--- config.mk ---
export PLATFORM = sky130hd
export DESIGN_NAME = i2c_master_arb
export DESIGN_NICKNAME = d
export VERILOG_FILES = /design/src/rtl/i2c_master_arb.sv
export SDC_FILE = /design/constraint.sdc
export NUM_CORES = 1
export LEC_CHECK = 0
export CORE_UTILIZATION = 55
export CTS_CLUSTER_SIZE = 30
export DETAILED_ROUTE_END_ITERATION = 8
export PLACE_DENSITY_LB_ADDON = 0.15
export SETUP_SLACK_MARGIN = 0.2
export SLEW_MARGIN = 40
export SYNTH_ARGS = -nofsm -noshare
export SYNTH_HDL_FRONTEND = slang
export SYNTH_SLANG_ARGS = --single-unit
--- constraint.sdc ---
create_clock -name clk -period 3.8 [get_ports clk]
set_clock_uncertainty 0.05 [all_clocks]
set_input_delay 0.95 -clock clk [delete_from_list [all_inputs] [get_ports clk]]
set_output_delay 0.95 -clock clk [all_outputs]
set_load 0.005 [all_outputs]
--- src/rtl/i2c_master_arb.sv ---
// ---------------------------------------------------------------------------
// i2c_master_arb
//
// A single-byte I2C master engine that two local requesters share through a
// round-robin arbiter. For each transaction it drives START, the address byte
// {DEV_ADDR, rw}, the address ACK, one data byte, the data ACK/NACK and STOP.
// A read returns one byte, and the master NACKs that byte because it is the
// last one.
//
// Optional build macro: I2C_CLK_STRETCH_EN
//   When defined, the module gets an scl_in port. The bit-phase counter
//   freezes while SCL is released (scl=1) but the pad still reads low, so a
//   slave can stretch the clock.
//
// Ports
//   clk, rst_n        system clock; synchronous active-low reset
//   req0/rw0/wdata0   requester 0: request (held until done0), direction
//                     (1 = read), write byte
//   req1/rw1/wdata1   requester 1: same as requester 0
//   grant0/grant1     high while the matching requester owns the engine
//   done0/done1       one-cycle completion pulse
//   err               1 = NACK received; valid together with a done pulse
//   rdata             read byte; updated with the done pulse of a read
//   busy              high from grant until done
//   scl               SCL drive (1 = released)
//   scl_in            SCL pad sample (only when I2C_CLK_STRETCH_EN is defined)
//   sda_in            SDA pad sample
//   sda_out           SDA drive (1 = released)
// ---------------------------------------------------------------------------
module i2c_master_arb #(
  parameter int         SCL_PERIOD = 500,
  parameter int         SCL_HALF   = 250,
  parameter logic [6:0] DEV_ADDR   = 7'b1010001
) (
  input  logic       clk,
  input  logic       rst_n,
  input  logic       req0,
  input  logic       rw0,
  input  logic [7:0] wdata0,
  input  logic       req1,
  input  logic       rw1,
  input  logic [7:0] wdata1,
  output logic       grant0,
  output logic       grant1,
  output logic       done0,
  output logic       done1,
  output logic       err,
  output logic [7:0] rdata,
  output logic       busy,
  output logic       scl,
`ifdef I2C_CLK_STRETCH_EN
  input  logic       scl_in,
`endif
  input  logic       sda_in,
  output logic       sda_out
);

  localparam int PW = (SCL_PERIOD > 1) ? $clog2(SCL_PERIOD) : 1;
  localparam logic [PW-1:0] PH_LAST     = PW'(SCL_PERIOD - 1);
  localparam logic [PW-1:0] PH_HALF     = PW'(SCL_HALF);
  localparam logic [PW-1:0] PH_LOW_MID  = PW'(SCL_HALF / 2);
  localparam logic [PW-1:0] PH_HIGH_MID = PW'(SCL_HALF + SCL_HALF / 2);

  typedef enum logic [3:0] {
    S_IDLE, S_ARB, S_START, S_ADDR, S_AACK, S_DATA, S_DACK, S_STOP, S_DONE
  } state_t;

  state_t        r_state;
  logic [PW-1:0] r_phase;
  logic [3:0]    r_bit;
  logic          r_last;     // requester served most recently
  logic          r_owner;    // current owner (0/1)
  logic          r_rw;
  logic [7:0]    r_wdata;
  logic [7:0]    r_shift;
  logic [7:0]    r_rdata;
  logic          r_grant0, r_grant1, r_done0, r_done1, r_err, r_busy;
  logic          r_scl, r_sda;

  logic          w_pick1;
  logic          w_hold;
  logic          w_step;
  logic          w_end;
  logic          w_low_mid;
  logic          w_high_mid;
  logic [7:0]    w_addr_byte;
  logic [2:0]    w_bit_idx;

  // When both requesters are pending, grant the one that was not served
  // last. r_last resets to 1, so requester 0 wins the first tie.
  assign w_pick1 = req1 && (!req0 || !r_last);

`ifdef I2C_CLK_STRETCH_EN
  // SCL is released but still reads low: a slave is stretching the clock.
  assign w_hold = r_scl && !scl_in;
`else
  assign w_hold = 1'b0;
`endif

  // Phase events are qualified with w_step so that a stretch cannot repeat
  // a sample or a drive event.
  assign w_step      = !w_hold;
  assign w_end       = w_step && (r_phase == PH_LAST);
  assign w_low_mid   = w_step && (r_phase == PH_LOW_MID);
  assign w_high_mid  = w_step && (r_phase == PH_HIGH_MID);
  assign w_addr_byte = {DEV_ADDR, r_rw};
  assign w_bit_idx   = ~r_bit[2:0];   // 7 - bit: MSB first

  always_ff @(posedge clk) begin
    if (!rst_n) begin
      r_state  <= S_IDLE;
      r_phase  <= '0;
      r_bit    <= '0;
      r_last   <= 1'b1;
      r_owner  <= 1'b0;
      r_rw     <= 1'b0;
      r_wdata  <= '0;
      r_shift  <= '0;
      r_rdata  <= '0;
      r_grant0 <= 1'b0;
      r_grant1 <= 1'b0;
      r_done0  <= 1'b0;
      r_done1  <= 1'b0;
      r_err    <= 1'b0;
      r_busy   <= 1'b0;
      r_scl    <= 1'b1;
      r_sda    <= 1'b1;
    end else begin
      r_done0 <= 1'b0;
      r_done1 <= 1'b0;

      // Bit-phase counter: it runs only while a bus transaction is in progress.
      if (r_state == S_IDLE || r_state == S_ARB) begin
        r_phase <= '0;
      end else if (w_step) begin
        r_phase <= (r_phase == PH_LAST) ? '0 : r_phase + PW'(1);
      end

      // SCL is held high through START and while no transaction is active.
      // In every other state, each bit is a low half followed by a high half.
      case (r_state)
        S_IDLE, S_ARB, S_START, S_DONE: r_scl <= 1'b1;
        default:                        r_scl <= (r_phase >= PH_HALF);
      endcase

      case (r_state)
        S_IDLE: begin
          // Ignore requests while a done pulse is out. The finishing
          // requester still holds its request in that cycle.
          if (!r_done0 && !r_done1 && (req0 || req1)) begin
            r_state  <= S_ARB;
            r_owner  <= w_pick1;
            r_grant0 <= !w_pick1;
            r_grant1 <= w_pick1;
            r_busy   <= 1'b1;
            r_err    <= 1'b0;
          end
        end
        S_ARB: begin
          r_rw    <= r_owner ? rw1 : rw0;
          r_wdata <= r_owner ? wdata1 : wdata0;
          r_bit   <= '0;
          r_state <= S_START;
        end
        S_START: begin
          if (w_high_mid) r_sda <= 1'b0;
          if (w_end) begin
            r_bit   <= '0;
            r_state <= S_ADDR;
          end
        end
        S_ADDR: begin
          if (w_low_mid) r_sda <= w_addr_byte[w_bit_idx];
          if (w_end) begin
            if (r_bit == 4'd7) begin
              r_bit   <= '0;
              r_state <= S_AACK;
            end else begin
              r_bit <= r_bit + 4'd1;
            end
          end
        end
        S_AACK: begin
          if (w_low_mid)  r_sda <= 1'b1;
          if (w_high_mid) r_err <= sda_in;
          if (w_end) begin
            r_bit   <= '0;
            r_state <= r_err ? S_STOP : S_DATA;
          end
        end
        S_DATA: begin
          if (w_low_mid)         r_sda   <= r_rw ? 1'b1 : r_wdata[w_bit_idx];
          if (w_high_mid && r_rw) r_shift <= {r_shift[6:0], sda_in};
          if (w_end) begin
            if (r_bit == 4'd7) begin
              r_bit   <= '0;
              r_state <= S_DACK;
            end else begin
              r_bit <= r_bit + 4'd1;
            end
          end
        end
        S_DACK: begin
          // A write releases SDA so the slave can ACK. A read drives NACK
          // because the byte just received is the last one.
          if (w_low_mid) r_sda <= 1'b1;
          if (w_high_mid && !r_rw && sda_in) r_err <= 1'b1;
          if (w_end) begin
            r_bit   <= '0;
            r_state <= S_STOP;
          end
        end
        S_STOP: begin
          if (w_low_mid)  r_sda <= 1'b0;
          if (w_high_mid) r_sda <= 1'b1;
          if (w_end) begin
            r_bit   <= '0;
            r_state <= S_DONE;
          end
        end
        S_DONE: begin
          r_state  <= S_IDLE;
          r_grant0 <= 1'b0;
          r_grant1 <= 1'b0;
          r_busy   <= 1'b0;
          r_done0  <= !r_owner;
          r_done1  <= r_owner;
          r_last   <= r_owner;
          if (r_rw && !r_err) r_rdata <= r_shift;
        end
        default: r_state <= S_IDLE;
      endcase
    end
  end

  assign grant0  = r_grant0;
  assign grant1  = r_grant1;
  assign done0   = r_done0;
  assign done1   = r_done1;
  assign err     = r_err;
  assign rdata   = r_rdata;
  assign busy    = r_busy;
  assign scl     = r_scl;
  assign sda_out = r_sda;

endmodule

* After elaboration in Yosys (flattened, before gate mapping)
Index checks and enable logic that the tools add are counted.
W data, S select, Z words.
** Cells by class
- Equal/unequal tests :: 30
- Magnitude comparators :: 2
- Add/subtract/negate cells :: 2
- Muxes and demuxes :: 39
- Bitwise logic cells :: 2
- Reductions and logical operators :: 37
** Operator list (count)
- $mux W4 :: 12
- $pmux W4 S8 :: 1
- $ne A2 B2 Y1 const B :: 13
- $eq A4 B3 Y1 const B :: 5
- $eq A9 B9 Y1 const B :: 2
- $mux W1 :: 16
- $pmux W4 S3 :: 1
- $reduce_and A2 Y1 :: 5
- $add A9 B1 Y9 const B :: 1
- $eq A9 B7 Y1 const B :: 1
- $ge A9 B8 Y1 const B :: 1
- $reduce_and A9 Y1 :: 1
- $eq A4 B2 Y1 const B :: 2
- $logic_not A1 Y1 :: 8
- $mux W8 :: 1
- $ne A2 B1 Y1 const B :: 4
- $logic_and A1 B1 Y1 :: 7
- $bmux W1 S3 :: 2
- $pmux W1 S2 :: 3
- $reduce_and A6 Y1 :: 1
- $reduce_bool A3 Y1 :: 2
- $pmux W1 S5 :: 1
- $reduce_bool A5 Y1 :: 1
- $reduce_or A5 Y1 :: 1
- 17 further kinds :: 20
** Word-level totals
- Bits of input ports :: 23
- Register bits :: 52
- Output and inout bits :: 16
- Logic and storage cells :: 129

* Depth between registers and ports, before layout
Gate-level depths: netlist (run 1).
- Word-level depth :: 6
- Depth in mapped cells :: 7
- Gate-level depth less buffers :: 7

* Worst setup path before layout (run 1)
OpenSTA, ideal clock, no wires.
- Path kind :: flip-flop to flip-flop
- From :: reg r_phase[0]
- To :: reg r_shift[5]
- Slack :: 1.492 ns
- Required time :: 3.622 ns
- Path buffers :: 1
- Arrival :: 2.130 ns
- Period minus slack after synthesis :: 2.308 ns
- Library setup time :: 0.128 ns
- Stages on the path, launching flop included :: 8
- Cells stage by stage :: dfxtp_1 -> ha_1 -> nand3b_4 -> or4b_4 -> buf_6 -> nor4_4 -> mux2i_1 -> nor2_1
** On the way
- Longest elaborated chain between the ends :: 3
** RTL lines
- start: declaration :: line 69 : logic [PW-1:0] r_phase;
- start signal: assignment :: line 136 : r_phase <= (r_phase == PH_LAST) ? '0 : r_phase + PW'(1);
- $eq A9 B9 Y1 :: line 105 : assign w_high_mid = w_step && (r_phase == PH_HIGH_MID);
- $logic_and A1 B1 Y1 :: line 193 : if (w_high_mid && r_rw) r_shift <= {r_shift[6:0], sda_in};
- $reduce_and A2 Y1 (no source line)
- end signal: assignment :: line 193
- end: declaration :: line 75 : logic [7:0] r_shift;
Every way passes these cells.
A chain may end at the register's enable or synchronous reset.

* Worst setup path after layout (run 1)
- From :: reg r_phase[0]
- To :: reg r_shift[3]
Same word-level chain as after synthesis.

==> metrics.cfg, run 1 <==
[outcome]
outcome = complete, no violations

[power_and_ir_drop]
totalPowerFinal_mw = 1.06
net-switching-power_uw = 286
worst_ir_drop_vdd_uv = 213
leakage_nw = 1.11
power_frac_clock_pct = 30.4
p_comb_share_pct = 13.2
p_int_uw = 770
p_per_area_nw_per_um2 = 362
seqPwrFrac_pct = 56.3
switching_share_pct = 27.1

[global_route]
first_global_vias = 1723
antenna_found_initial = 0
grt_pass1_wl_mm = 7.76
grt_usage_pct = 22.4
grt.overflow.total = 0
grt_max_degree = 38

[route]
ant_nets = 0
drt_iter0_drc = 126
drt_first_pass_iters = 4
wirelength_mm = 4.78
avgRoutedWirePerCell_um = 13.6
vias = 2005
route.detailed.drc = 0
vias_per_cell = 5.71

[timing]
max_freq_mhz = 402
min_period_ps = 2490
rsz0062_at_grt = false
final_max_slew_viol_count = 0
timing.setup.tns_ps = 0
relSlewSlack_pct = 46.8
worst_slew_pin_slew_ps = 790
fin_crit_sh_pct = 65.5
setup_slack_ps = 1310
hold_viol = 0
setup-violations-final = 0

[clock_network]
clock_latency_ps = 320
cts.clk_slew.worst_paths_ps = 100
cts-root-buf = clkbuf_8
cts_buffers = 5
clockBufferDepth = 2
cts_tree = done
cts-resized-gates = 0
htreeDepth = 2
clkSinkCount = 52
cts_hold_buffers = 0
cts_setup_buffers = 0

[cells_and_area]
n_fill_cell = 343
area_growth_syn_to_layout_pct = 18.7
final_net_count = 327
final_cell_area_um2 = 2920
regArea_um2 = 1040
multiInputGateArea_um2 = 1300
n_antenna_cell = 0
drive_above_1_share_pct = 5.98

[synth]
postSynthCellCount = 273
ys_seq_area_share_pct = 42.4
synth_edf_count = 0
synth_nets = 300
synth_top_area_share_pct = 42.4
synth.area.top_cells = dfxtp_1 (42%), mux2i_1 (11%), nor2_1 (7.6%)
synth.cell_area_um2 = 2460
synth.most_common_cell = dfxtp_1
ys_top_cells_by_count = dfxtp_1 (52), nor2_1 (50), mux2i_1 (28)
synthDistinctLibCells = 52
syn_area_per_cell_um2 = 9.00
ys.flop_type = dfxtp_1
ys_warn_count = 0
postSynth.asyncResetShare_pct = 0
yosysTopAreaCell = dfxtp_1
synth_seq_cells = 52

[setup_path]
required_ps = 3950
cp-start-kind = register
cp-end-kind = register
crit_arrival_ps = 2630
crit_fanout = 8
path_class = register to register

[placed_design]
port_buffers = 38
gp_congestion = 0.850
place_ws_ps = 1080
post-dp-hpwl_mm = 3.30
placed_area_um2 = 2820

[floorplan]
ios = 39
die-height_um = 68.8
core_area_um2 = 4140
rows = 23
fp.dieW_um = 68.8
dieArea_um2 = 4740
initial_core_util_pct = 59.3

[min_path]
min_path_type = register to register

[run]
maxCapViolations = 0

==> worst max-delay path, cell delays in order, from the launching register on <==
cell      delay [ps]
dfxtp_1          440
ha_1             310
nand3b_4         100
or4b_4           550
nor4_4           600
mux2i_1          270
nor2_1            50
==> cell families after synthesis <==
group / count (synthesis) / share of synthesized area [%]
fa+ha+maj: 4 / 2.04
xor+xnor: 8 / 2.85
buf+inv: 28 / 4.64
compound gates: 43 / 12.5
mux: 31 / 13.7
flops: 52 / 42.4
simple gates: 107 / 21.9
==> power groups by stage <==
stage / logic [mW] / registers (mW) / clock network, mW
floorplan: 0.109 / 0.591 / 0
global placement: 0.136 / 0.607 / 0
detailed placement: 0.139 / 0.608 / 0
CTS: 0.139 / 0.595 / 0.327
global route: 0.156 / 0.600 / 0.353
finish: 0.140 / 0.595 / 0.322
==> layout make-up <==
type	count	share of cell area, %
Tap cell	50	2.15
Multi-Input combinational cell	193	44.6
Clock inverter	3	0.815
Sequential cell	52	35.7
Timing Repair Buffer	38	13.0
Clock buffer	5	2.36
Inverter	10	1.29
==> state kept, by name, summed over array words and instances (netlist names) <==
register	flops
r_state	4
r_owner	1
err	1
done1	1
r_rw	1
grant1	1
scl	1
r_phase	9
rdata	8
r_last	1
r_wdata	8
busy	1
r_shift	8
grant0	1
done0	1
sda_out	1
r_bit	4
==> path summary, 6_finish.rpt <==
| kind | startpoint | endpoint | slack, ps | cells past startpoint |
|---|---|---|---|---|
| max | r_phase[0] | r_shift[3] | 1310 | 6 |
| min | grant1 | grant1 | 420 | 2 |
| max reg2reg | r_phase[0] | r_shift[3] | 1310 | 6 |
| min reg2reg | grant1 | grant1 | 420 | 2 |
==> per-layer routing <==
metal | share of wire, % | up-vias | track usage, % | wire length (µm)
li1 | - | 1020 | - | -
met1 | 47 | 909 | 29.1 | 2230
met2 | 45 | 64 | 35.2 | 2170
met3 | 6.0 | 12 | 6.25 | 289
met4 | 1.8 | 0 | 8.16 | 88
met5 | 0 | - | 0 | 0
==> cell usage in the layout (no fill, tap or decap), types with 2 or more instances in the layout <==
| cell | Yosys | final |
|---|---|---|
| o21ai_0 | 2 | 2 |
| clkbuf_8 | 0 | 5 |
| and3_1 | 2 | 2 |
| clkdlybuf4s50_1 | 0 | 38 |
| nor3_1 | 8 | 8 |
| dfxtp_1 | 52 | 52 |
| mux4_2 | 2 | 2 |
| or4_1 | 3 | 3 |
| or3_1 | 4 | 4 |
| nor2b_1 | 3 | 3 |
| clkinvlp_4 | 0 | 2 |
| a211oi_1 | 10 | 10 |
| nor2_1 | 50 | 50 |
| nand2_1 | 15 | 15 |
| xnor2_1 | 7 | 7 |
| o31ai_1 | 2 | 2 |
| a21boi_0 | 2 | 2 |
| a21oi_1 | 11 | 11 |
| mux2i_1 | 28 | 28 |
| ha_1 | 4 | 4 |
| nand2b_1 | 3 | 3 |
| nor4_1 | 2 | 2 |
| inv_1 | 9 | 9 |
| nand3_1 | 8 | 8 |
| nand4_1 | 2 | 2 |
==> stage by stage <==
| stage | utilization, % | hold slack (ps) | std cells |
|---|---|---|---|
| floorplan | - | 399 | 273 |
| detailed placement | 68.1 | 401 | 343 |
| CTS | 70.4 | 415 | 351 |
| finish | 70.4 | 416 | 351 |
| global placement | 68.1 | 396 | 343 |
| global route | 70.4 | 455 | 351 |
Power figures use the tool's default switching activity.
==> run 2: changes to the inputs <==
--- a/config.mk
+++ b/config.mk
@@ -5,7 +5,7 @@
 export SDC_FILE = /design/constraint.sdc
 export NUM_CORES = 1
 export LEC_CHECK = 0
-export CORE_UTILIZATION = 55
+export CORE_UTILIZATION = 48
 export CTS_CLUSTER_SIZE = 30
 export DETAILED_ROUTE_END_ITERATION = 8
 export PLACE_DENSITY_LB_ADDON = 0.15
==> constraint.sdc (replaced) <==
create_clock -name clk -period 2 [get_ports clk]
set_clock_uncertainty 0.05 [all_clocks]
set_input_delay 0.5 -clock clk [delete_from_list [all_inputs] [get_ports clk]]
set_output_delay 0.5 -clock clk [all_outputs]
set_load 0.005 [all_outputs]
==> run 2 against run 1 <==
  * Final area increased by 13%
  * First-iteration DRC count decreased by 32%
  * Die area increased by 14%
  * Sequential share of layout area decreased by 3.6 points
  * Critical path depth unchanged
  * Register-to-register slack got worse by 1200 ps
  * Setup slack got worse by 1200 ps
  * Fmax increased by 30%
  * Clock power increased by 89%
  * Total power increased by 99%
  * Wire length increased by 9.0%
  * Cell count increased by 13%
  * Highest routed layer unchanged
==> metrics.cfg, run 2 (same netlist as run 1, synthesis figures left out) <==
[outcome]
outcome = complete, no violations  ; unchanged

[timing]
min_period_ps = 1920  ; was 2490 ps
timing.setup.tns_ps = 0  ; unchanged
final_max_slew_viol_count = 0  ; unchanged
rsz0062_at_grt = true  ; was false
hold_viol = 0  ; unchanged
worst_slew_pin_slew_ps = 710  ; was 790 ps
fin_crit_sh_pct = 96.0  ; was 65.5%
setup-violations-final = 0  ; unchanged
relSlewSlack_pct = 52.2  ; was 46.8%
max_freq_mhz = 521  ; was 402 MHz

[floorplan]
dieArea_um2 = 5410  ; was 4740 µm²
core_area_um2 = 4820  ; was 4140 µm²
die-height_um = 73.5  ; was 68.8 µm
ios = 39  ; unchanged
initial_core_util_pct = 51.0  ; was 59.3%
fp.dieW_um = 73.5  ; was 68.8 µm
rows = 25  ; was 23

[clock_network]
clock_latency_ps = 310  ; was 320 ps
clockBufferDepth = 2  ; unchanged
clkSinkCount = 52  ; unchanged
cts_buffers = 5  ; unchanged
cts_tree = done  ; unchanged
cts.clk_slew.worst_paths_ps = 100  ; about the same
cts-root-buf = clkbuf_8  ; unchanged
htreeDepth = 2  ; unchanged

[cells_and_area]
area_growth_syn_to_layout_pct = 33.9  ; was 18.7%
mostFrequentLayoutCell = nor2_1  ; was dfxtp_1
drive_above_1_share_pct = 21.6  ; was 5.98%
n_antenna_cell = 0  ; unchanged
finish.utilization_pct = 68.3  ; was 70.4%
layout_common_cells = nor2_1 (49), dfxtp_1 (45), clkdlybuf4s50_1 (36), mux2i_1 (28), buf_4 (25)  ; was dfxtp_1 (52), nor2_1 (50), clkdlybuf4s50_1 (38), mux2i_1 (28), nand2_1 (15)
final_net_count = 354  ; was 327
final_cell_area_um2 = 3290  ; was 2920 µm²
fin_cells = 395  ; was 351
largest-register = r_phase  ; unchanged
largest_register_ffs = 9  ; unchanged

[global_route]
grt.overflow.total = 0  ; unchanged
grt_usage_pct = 21.3  ; was 22.4%
grt_max_degree = 23  ; was 38
antenna_found_initial = 0  ; unchanged
grt_pass1_wl_mm = 8.80  ; was 7.76 mm
first_global_vias = 1959  ; was 1723

[route]
avgRoutedWirePerCell_um = 13.2  ; was 13.6 µm
vias = 2100  ; was 2005
drt_first_pass_iters = 4  ; unchanged
wirelength_mm = 5.22  ; was 4.78 mm
ant_nets = 0  ; unchanged
route.detailed.drc = 0  ; unchanged
drt_iter0_drc = 86  ; was 126
vias_per_cell = 5.32  ; was 5.71

[min_path]
min_path_type = register to register  ; unchanged
min_to = grant1  ; unchanged
hold_path_depth = 2  ; unchanged
min-delay-start = grant1  ; unchanged

[setup_path]
crit_arrival_ps = 2080  ; was 2630 ps
path_class = register to register  ; unchanged
r2r_cells = 6  ; unchanged
crit_fanout = 5  ; was 8
rrSetupSlack_ps = 80  ; was 1310 ps
required_ps = 2160  ; was 3950 ps
cp-start-kind = register  ; unchanged
r2r_end = err  ; was r_shift[3]
r2r-start = r_phase[1]  ; was r_phase[0]
cp-end-kind = register  ; unchanged

[power_and_ir_drop]
worst_ir_drop_vdd_uv = 365  ; was 213 µV
p_per_area_nw_per_um2 = 639  ; was 362 nW/µm²
leakage_nw = 1.31  ; was 1.11 nW

[run]
maxCapViolations = 0  ; unchanged

[placed_design]
placed_area_um2 = 3040  ; was 2820 µm²
gp_congestion = 0.864  ; was 0.850
port_buffers = 38  ; unchanged
dp.cells = 384  ; was 343
post-dp-hpwl_mm = 3.73  ; was 3.30 mm

-- run 2: changes by cell type in the layout (fill, tap and decap cells not counted), moves of 3 or more --
| cell | delta |
|---|---|
| or3_1 | -3 |
| or3_4 | +3 |
| buf_4 | +25 |
| dfxtp_1 | -7 |
| or4_1 | -3 |
| a21oi_2 | +3 |
| or4_4 | +3 |
| dfxtp_2 | +5 |
| a21oi_1 | -3 |
-- run 2: per-layer routing --
layer,GRT usage [%],up-vias,part of all wire [%],wire [µm]
met3,3.70,10,3.2,167
met4,9.62,0,2.1,110
met5,0,-,0,0
li1,-,1067,-,-
met1,27.8,990,46,2380
met2,34.4,33,49,2560
-- run 2: power by group --
group          internal [mW]  leakage, nW  switching, mW
Sequential              1.08        0.425         0.0379
Clock                  0.249       0.0447          0.359
Combinational          0.201        0.836          0.179
Total                   1.53         1.31          0.575
-- run 2: repair_timing --
action	4_1_cts	5_1_grt
resized for setup	12	17
setup buffers	1	2
hold endpoints to repair	0	0
hold buffers	0	0
pin swaps	3	9
endpoints found under the setup margin	27	46
-- run 2: worst max-delay path by stage --
stage | cells past startpoint | start | slack, ps | endpoint
after floorplan | 7 | r_phase[1] | -100 | r_shift[5]
after global placement | 6 | req1 | -130 | r_state[1]
after detailed placement | 6 | req1 | -170 | r_state[0]
after CTS | 6 | r_phase[1] | 70 | err
after global routing | 6 | r_phase[1] | 10 | err
final | 6 | r_phase[1] | 80 | err
-- run 2: worst max-delay path, cell delays in order (launching register included) --
cell      delay (ps)
dfxtp_4          370
ha_4             140
nand3b_4          80
or4b_4           560
o41ai_4          360
mux2i_1          210
nor2_1            50
-- run 2: cell type report --
type	instances	area [µm²]
fill	415	1530
inverter	10	37.5
multi-input combinational	193	1430
clock inverter	3	22.5
timing repair buffer	65	596
tap	67	83.8
clock buffer	5	68.8
sequential	52	1050
-- run 2: metrics by stage --
step           power (mW)  worst slack [ps]  hold slack (ps)
6_report             2.10              80.5              407
4_1_cts              2.09              70.5              411
3_3_place_gp         1.45              -133              389
3_5_place_dp         1.46              -172              398
5_1_grt              2.21              11.7              440
2_1_floorplan        1.33             -99.9              391
